### config.mk
export PLATFORM = sky130hd
export DESIGN_NAME = branch_predictor
export DESIGN_NICKNAME = d
export VERILOG_FILES = /design/src/rtl/branch_pkg.sv /design/src/rtl/sat_counter2.sv /design/src/rtl/branch_predictor.sv
export SDC_FILE = /design/constraint.sdc
export NUM_CORES = 2
export LEC_CHECK = 0
export CORE_AREA = 2 2 372 374
export CTS_CLUSTER_SIZE = 24
export DETAILED_ROUTE_END_ITERATION = 12
export DIE_AREA = 0 0 374 376
export PLACE_DENSITY_LB_ADDON = 0.2
export SETUP_SLACK_MARGIN = 0.5
export SLEW_MARGIN = 20
export SYNTH_ARGS = -nofsm -noshare
export SYNTH_HDL_FRONTEND = slang
export SYNTH_SLANG_ARGS = --single-unit
### constraint.sdc
create_clock -name clk -period 6.7 [get_ports clk]
set_clock_uncertainty 0.1 [all_clocks]
set_input_delay 1.34 -clock clk [delete_from_list [all_inputs] [get_ports clk]]
set_output_delay 1.34 -clock clk [all_outputs]
set_load 0.1 [all_outputs]
### src/rtl/branch_pkg.sv
// Shared types and constants for the BTB-based branch predictor.
package branch_pkg;

    // Default geometry; branch_predictor parameters must match these widths.
    localparam int unsigned BTB_DATA_WIDTH = 32;
    localparam int unsigned BTB_INDEX_BITS = 4;
    localparam int unsigned BTB_TAG_BITS   = BTB_DATA_WIDTH - BTB_INDEX_BITS - 2;

    // 2-bit saturating direction counter; bit 1 is the taken prediction.
    typedef enum logic [1:0] {
        STRONG_NT = 2'd0,
        WEAK_NT   = 2'd1,
        WEAK_T    = 2'd2,
        STRONG_T  = 2'd3
    } ctr_t;

    typedef struct packed {
        logic                      valid;
        logic [BTB_TAG_BITS-1:0]   tag;
        logic [BTB_DATA_WIDTH-1:0] target;
        ctr_t                      ctr;
    } btb_entry_t;

    localparam ctr_t CTR_RESET = WEAK_NT;
    localparam ctr_t CTR_ALLOC = WEAK_T;

endpackage

### src/rtl/sat_counter2.sv
// Next-state function of a 2-bit saturating branch counter.
module sat_counter2
    import branch_pkg::*;
(
    input  ctr_t ctr_i,
    input  logic taken_i,
    output ctr_t ctr_o
);

    // Step towards taken/not-taken, sticking at the strong states.
    always_comb begin
        ctr_o = ctr_i;
        unique case (ctr_i)
            STRONG_NT: ctr_o = taken_i ? WEAK_NT  : STRONG_NT;
            WEAK_NT:   ctr_o = taken_i ? WEAK_T   : STRONG_NT;
            WEAK_T:    ctr_o = taken_i ? STRONG_T : WEAK_NT;
            STRONG_T:  ctr_o = taken_i ? STRONG_T : WEAK_T;
        endcase
    end

endmodule

### src/rtl/branch_predictor.sv
// Direct-mapped BTB with 2-bit counters: fetch-side lookup, execute-side
// training, misprediction detection and statistics counters.
module branch_predictor
    import branch_pkg::*;
#(
    parameter int unsigned DATA_WIDTH = BTB_DATA_WIDTH,
    parameter int unsigned INDEX_BITS = BTB_INDEX_BITS
) (
    input  logic                  clk,
    input  logic                  rst_n,
    input  logic [DATA_WIDTH-1:0] pcF,
    output logic                  predTakenF,
    output logic [DATA_WIDTH-1:0] predTargetF,
    input  logic                  branchE,
    input  logic                  stallE,
    input  logic [DATA_WIDTH-1:0] pcE,
    input  logic [DATA_WIDTH-1:0] targetE,
    input  logic                  takenE,
    input  logic                  predTakenE,
    input  logic [DATA_WIDTH-1:0] predTargetE,
    output logic                  mispredictE,
    output logic [DATA_WIDTH-1:0] redirectPcE,
    output logic [31:0]           branchCount,
    output logic [31:0]           mispredCount
);

    localparam int unsigned TAG_BITS = DATA_WIDTH - INDEX_BITS - 2;
    localparam int unsigned ENTRIES  = 1 << INDEX_BITS;

    // Flop array so the whole table clears on the asynchronous reset.
    btb_entry_t btb_q [ENTRIES];

    logic [INDEX_BITS-1:0] idx_f, idx_e;
    logic [TAG_BITS-1:0]   tag_f, tag_e;
    btb_entry_t            ent_f, ent_e;
    logic                  hit_f, hit_e;
    logic                  upd;
    ctr_t                  ctr_next;
    logic [31:0]           branch_cnt_q, mispred_cnt_q;

    // Word-offset bits never take part in indexing or tagging.
    logic unused_offset;
    assign unused_offset = ^{pcF[1:0], pcE[1:0]};

    assign idx_f = pcF[INDEX_BITS+1:2];
    assign tag_f = pcF[DATA_WIDTH-1:INDEX_BITS+2];
    assign idx_e = pcE[INDEX_BITS+1:2];
    assign tag_e = pcE[DATA_WIDTH-1:INDEX_BITS+2];
    assign ent_f = btb_q[idx_f];
    assign ent_e = btb_q[idx_e];
    assign hit_f = ent_f.valid && (ent_f.tag == tag_f);
    assign hit_e = ent_e.valid && (ent_e.tag == tag_e);
    assign upd   = branchE && !stallE;

    sat_counter2 u_sat_counter2 (
        .ctr_i   (ent_e.ctr),
        .taken_i (takenE),
        .ctr_o   (ctr_next)
    );

    // Fetch lookup reads pre-update contents; held not-taken during reset.
    always_comb begin
        predTakenF  = rst_n && hit_f && ent_f.ctr[1];
        predTargetF = predTakenF ? ent_f.target : pcF + DATA_WIDTH'(4);
    end

    // Resolve the execute-stage branch; asserted regardless of stallE.
    always_comb begin
        mispredictE = branchE && ((takenE != predTakenE) ||
                      (takenE && predTakenE && (predTargetE != targetE)));
        redirectPcE = takenE ? targetE : pcE + DATA_WIDTH'(4);
    end

    // Train on hit, allocate on taken miss, leave table alone on not-taken miss.
    always_ff @(posedge clk or negedge rst_n) begin
        if (!rst_n) begin
            for (int i = 0; i < ENTRIES; i++) begin
                btb_q[i].valid  <= 1'b0;
                btb_q[i].tag    <= '0;
                btb_q[i].target <= '0;
                btb_q[i].ctr    <= CTR_RESET;
            end
        end else if (upd) begin
            if (hit_e) begin
                btb_q[idx_e].ctr <= ctr_next;
                if (takenE) begin
                    btb_q[idx_e].target <= targetE;
                end
            end else if (takenE) begin
                btb_q[idx_e].valid  <= 1'b1;
                btb_q[idx_e].tag    <= tag_e;
                btb_q[idx_e].target <= targetE;
                btb_q[idx_e].ctr    <= CTR_ALLOC;
            end
        end
    end

    // One count per retired branch update; both wrap naturally.
    always_ff @(posedge clk or negedge rst_n) begin
        if (!rst_n) begin
            branch_cnt_q  <= '0;
            mispred_cnt_q <= '0;
        end else if (upd) begin
            branch_cnt_q <= branch_cnt_q + 32'd1;
            if (mispredictE) begin
                mispred_cnt_q <= mispred_cnt_q + 32'd1;
            end
        end
    end

    assign branchCount  = branch_cnt_q;
    assign mispredCount = mispred_cnt_q;

endmodule

==> reports/results.ini <==
[logic_synthesis]
ys_seq_elements = 1040
syn-cell-area_um2 = 54420
synth_edf_count = 0
yosysSeqAreaShare_pct = 47.86
synthCells = 3626
ys_types = 69
avgSynthCellArea_um2 = 15.01
synth_async_sr_flop_share_pct = 100.0
synthFlopType = dfrtp_1
ys_warn_count = 0
syn_nets = 3769

[floorplan]
start_util_pct = 39.83
io_pins = 264
chipHeight_um = 376
rows = 136
core_um2 = 136600
die_w_um = 374
die_area_um2 = 140600

[timing]
setup_violations = 0
min_period_over_period_pct = 94.92
slew_headroom_pct = 21.62
worst_pin_slew_ns = 1.176
slew_viol_final = 0
whs_ns = 0.3729
rsz0062_at_grt = true
report.final.hold_viol_count = 0
fin_crit_ns = 6.360
fmax_ghz = 0.1572

[min_path]
hold_path.class = reg -> reg
min_from = branchCount[31]
min_to = branchCount[31]
holdPathStages = 1

[placement]
place_hpwl_mm = 111.8
numPortBuffers = 263
gp_congestion = 0.8680

[cells_and_area]
fillers = 11880
finish.utilization_pct = 47.14
final_cell_mix = 1,024 x dfrtp_1, 740 x mux2_2, 364 x mux4_2
drive_above_1_share_pct = 47.33
multi_input_comb_area_um2 = 26730
regArea_um2 = 26050
final_common_cell = dfrtp_1
nNetsFinal = 4022
syn_to_final_growth_pct = 18.35

[cts]
htree_levels = 3
clk_latency_ns = 0.75
cts_buffers = 111
worst_setup_hold_path_clk_slew_ns = 0.05
cts_tree = done
clock_path_buffers = 3
clkSinkCount = 1040
cts-root-buf = clkbuf_16

[detailed_routing]
post_drt_wl_per_cell_um = 30.70
drt_first_pass_iters = 5
remaining_drc_errors = 0
wirelength_mm = 177.0
vias = 33780
drtAntennaViolNets = 0
via_per_inst = 5.857
drt-initial-drc-count = 2929

[power]
vdd_drop_max_uv = 226.5
p_leak_uw = 0.02883
p_total_uw = 17540
p_per_area_nw_per_um2 = 272.3

[worst_setup_path]
crit_type = in -> out
rrSetupSlack_ns = 2.50
cp_max_fo = 8
critPathCaptureType = output port
critPathRequiredTime_ns = 5.26
start_kind = input port
arrival_ns = 4.92
reg2reg_depth = 11
r2r-end = btb_q[671]
r2r_start = btb_q[707]

[job]
drv_cap = 0

[grt]
track_usage_pct = 25.15
grt_max_degree = 167
grt_pass1_vias = 34350
antenna_found_initial = 10
grt_first_pass_wirelength_mm = 257.3
gr-total-overflow = 0

[outcome]
status = completed

kinds of logic after synthesis:
family | synth area share [%]
buffers and inverters | 3.676
AO/OA/AOI/OAI | 2.138
adder cells (fa/ha/maj) | 0.2253
XOR/XNOR | 3.476
flip-flops | 47.86
multiplexers | 38.77
AND/OR/NAND/NOR | 3.858
how the worst max path moves through the flow:
stage / start / endpoint / slack (ns) / cells after the start
detailed placement: pcF[2] / predTargetF[1] / -0.26 / 12
floorplan: pcF[2] / predTargetF[2] / 0.26 / 14
CTS: pcF[2] / predTargetF[23] / 0.34 / 14
finish: pcF[2] / predTargetF[23] / 0.34 / 14
global route: pcF[2] / predTargetF[22] / 0.31 / 14
global placement: pcF[2] / predTargetF[1] / -0.28 / 12
final cells by class:
cell class,count,share of cell area [%]
diodes,1,0.003885
clock buffers,169,5.164
clock inverters,37,0.7227
inverters,32,0.1865
multi-input cells,2217,41.50
flip-flops and latches,1040,40.44
well taps,1794,3.485
repair buffers,477,8.503
flip-flops by register name, indices dropped and copies added, names as in the netlist:
signal and flops:
branchCount 32, mispredCount 32, btb_q 976
critical path, cell delays in order:
cell,delay (ns)
buf_16,0.15
buf_16,0.15
mux4_2,0.50
mux4_2,0.52
xnor2_2,0.15
buf_4,0.14
nand4_1,0.13
or4_4,0.56
a2111oi_4,0.22
buf_6,0.19
buf_12,0.14
buf_16,0.17
mux2_4,0.33
buf_12,0.17
metal layers:
layer / GRT usage [%] / vias up / part of all wire, %
met1: 35.84 / 18280 / 44
li1: - / 14030 / -
met2: 38.87 / 1217 / 46
met5: 0 / - / 0.039
met4: 7.142 / 10 / 2.6
met3: 5.262 / 238 / 7.2
per-stage QoR:
stage | instances | instance area, um^2 | setup TNS, ns | setup WS [ns]
floorplan | 3626 | 54580 | 0 | 0.2637
global placement | 5531 | 59880 | -7.449 | -0.2778
detailed placement | 5531 | 59880 | -6.940 | -0.2564
CTS | 5758 | 64250 | 0 | 0.3400
global route | 5766 | 64400 | 0 | 0.3056
finish | 5767 | 64410 | 0 | 0.3403
timing repair:
action / in CTS / in global routing
setup endpoints to repair: 33 / 33
hold endpoints to repair: 0 / 0
hold buffers: 0 / 0
gates resized for setup: 51 / 12
pin swaps: 5 / 2
cloned: 6 / 2
buffers inserted: 15 / 6
Yosys cell counts (31+ instances only):
cell type	number	area share (%)
buf_1	48	0.33
buf_2	58	0.53
clkbuf_1	177	1.2
dfrtp_1	1024	47
inv_1	31	0.21
mux2_2	771	16
mux2_4	190	5.2
mux2i_1	88	1.6
mux4_2	364	15
nand2_1	125	0.86
nand3_1	59	0.54
nor2_1	46	0.32
o21ai_0	46	0.42
xnor2_1	110	1.8
xor2_1	106	1.7
where the power goes:
part           switching, uW  internal (uW)
logic                   1740           1740
clock network           2680           3760
registers                543           7080
(Power assumes the default switching activity.)
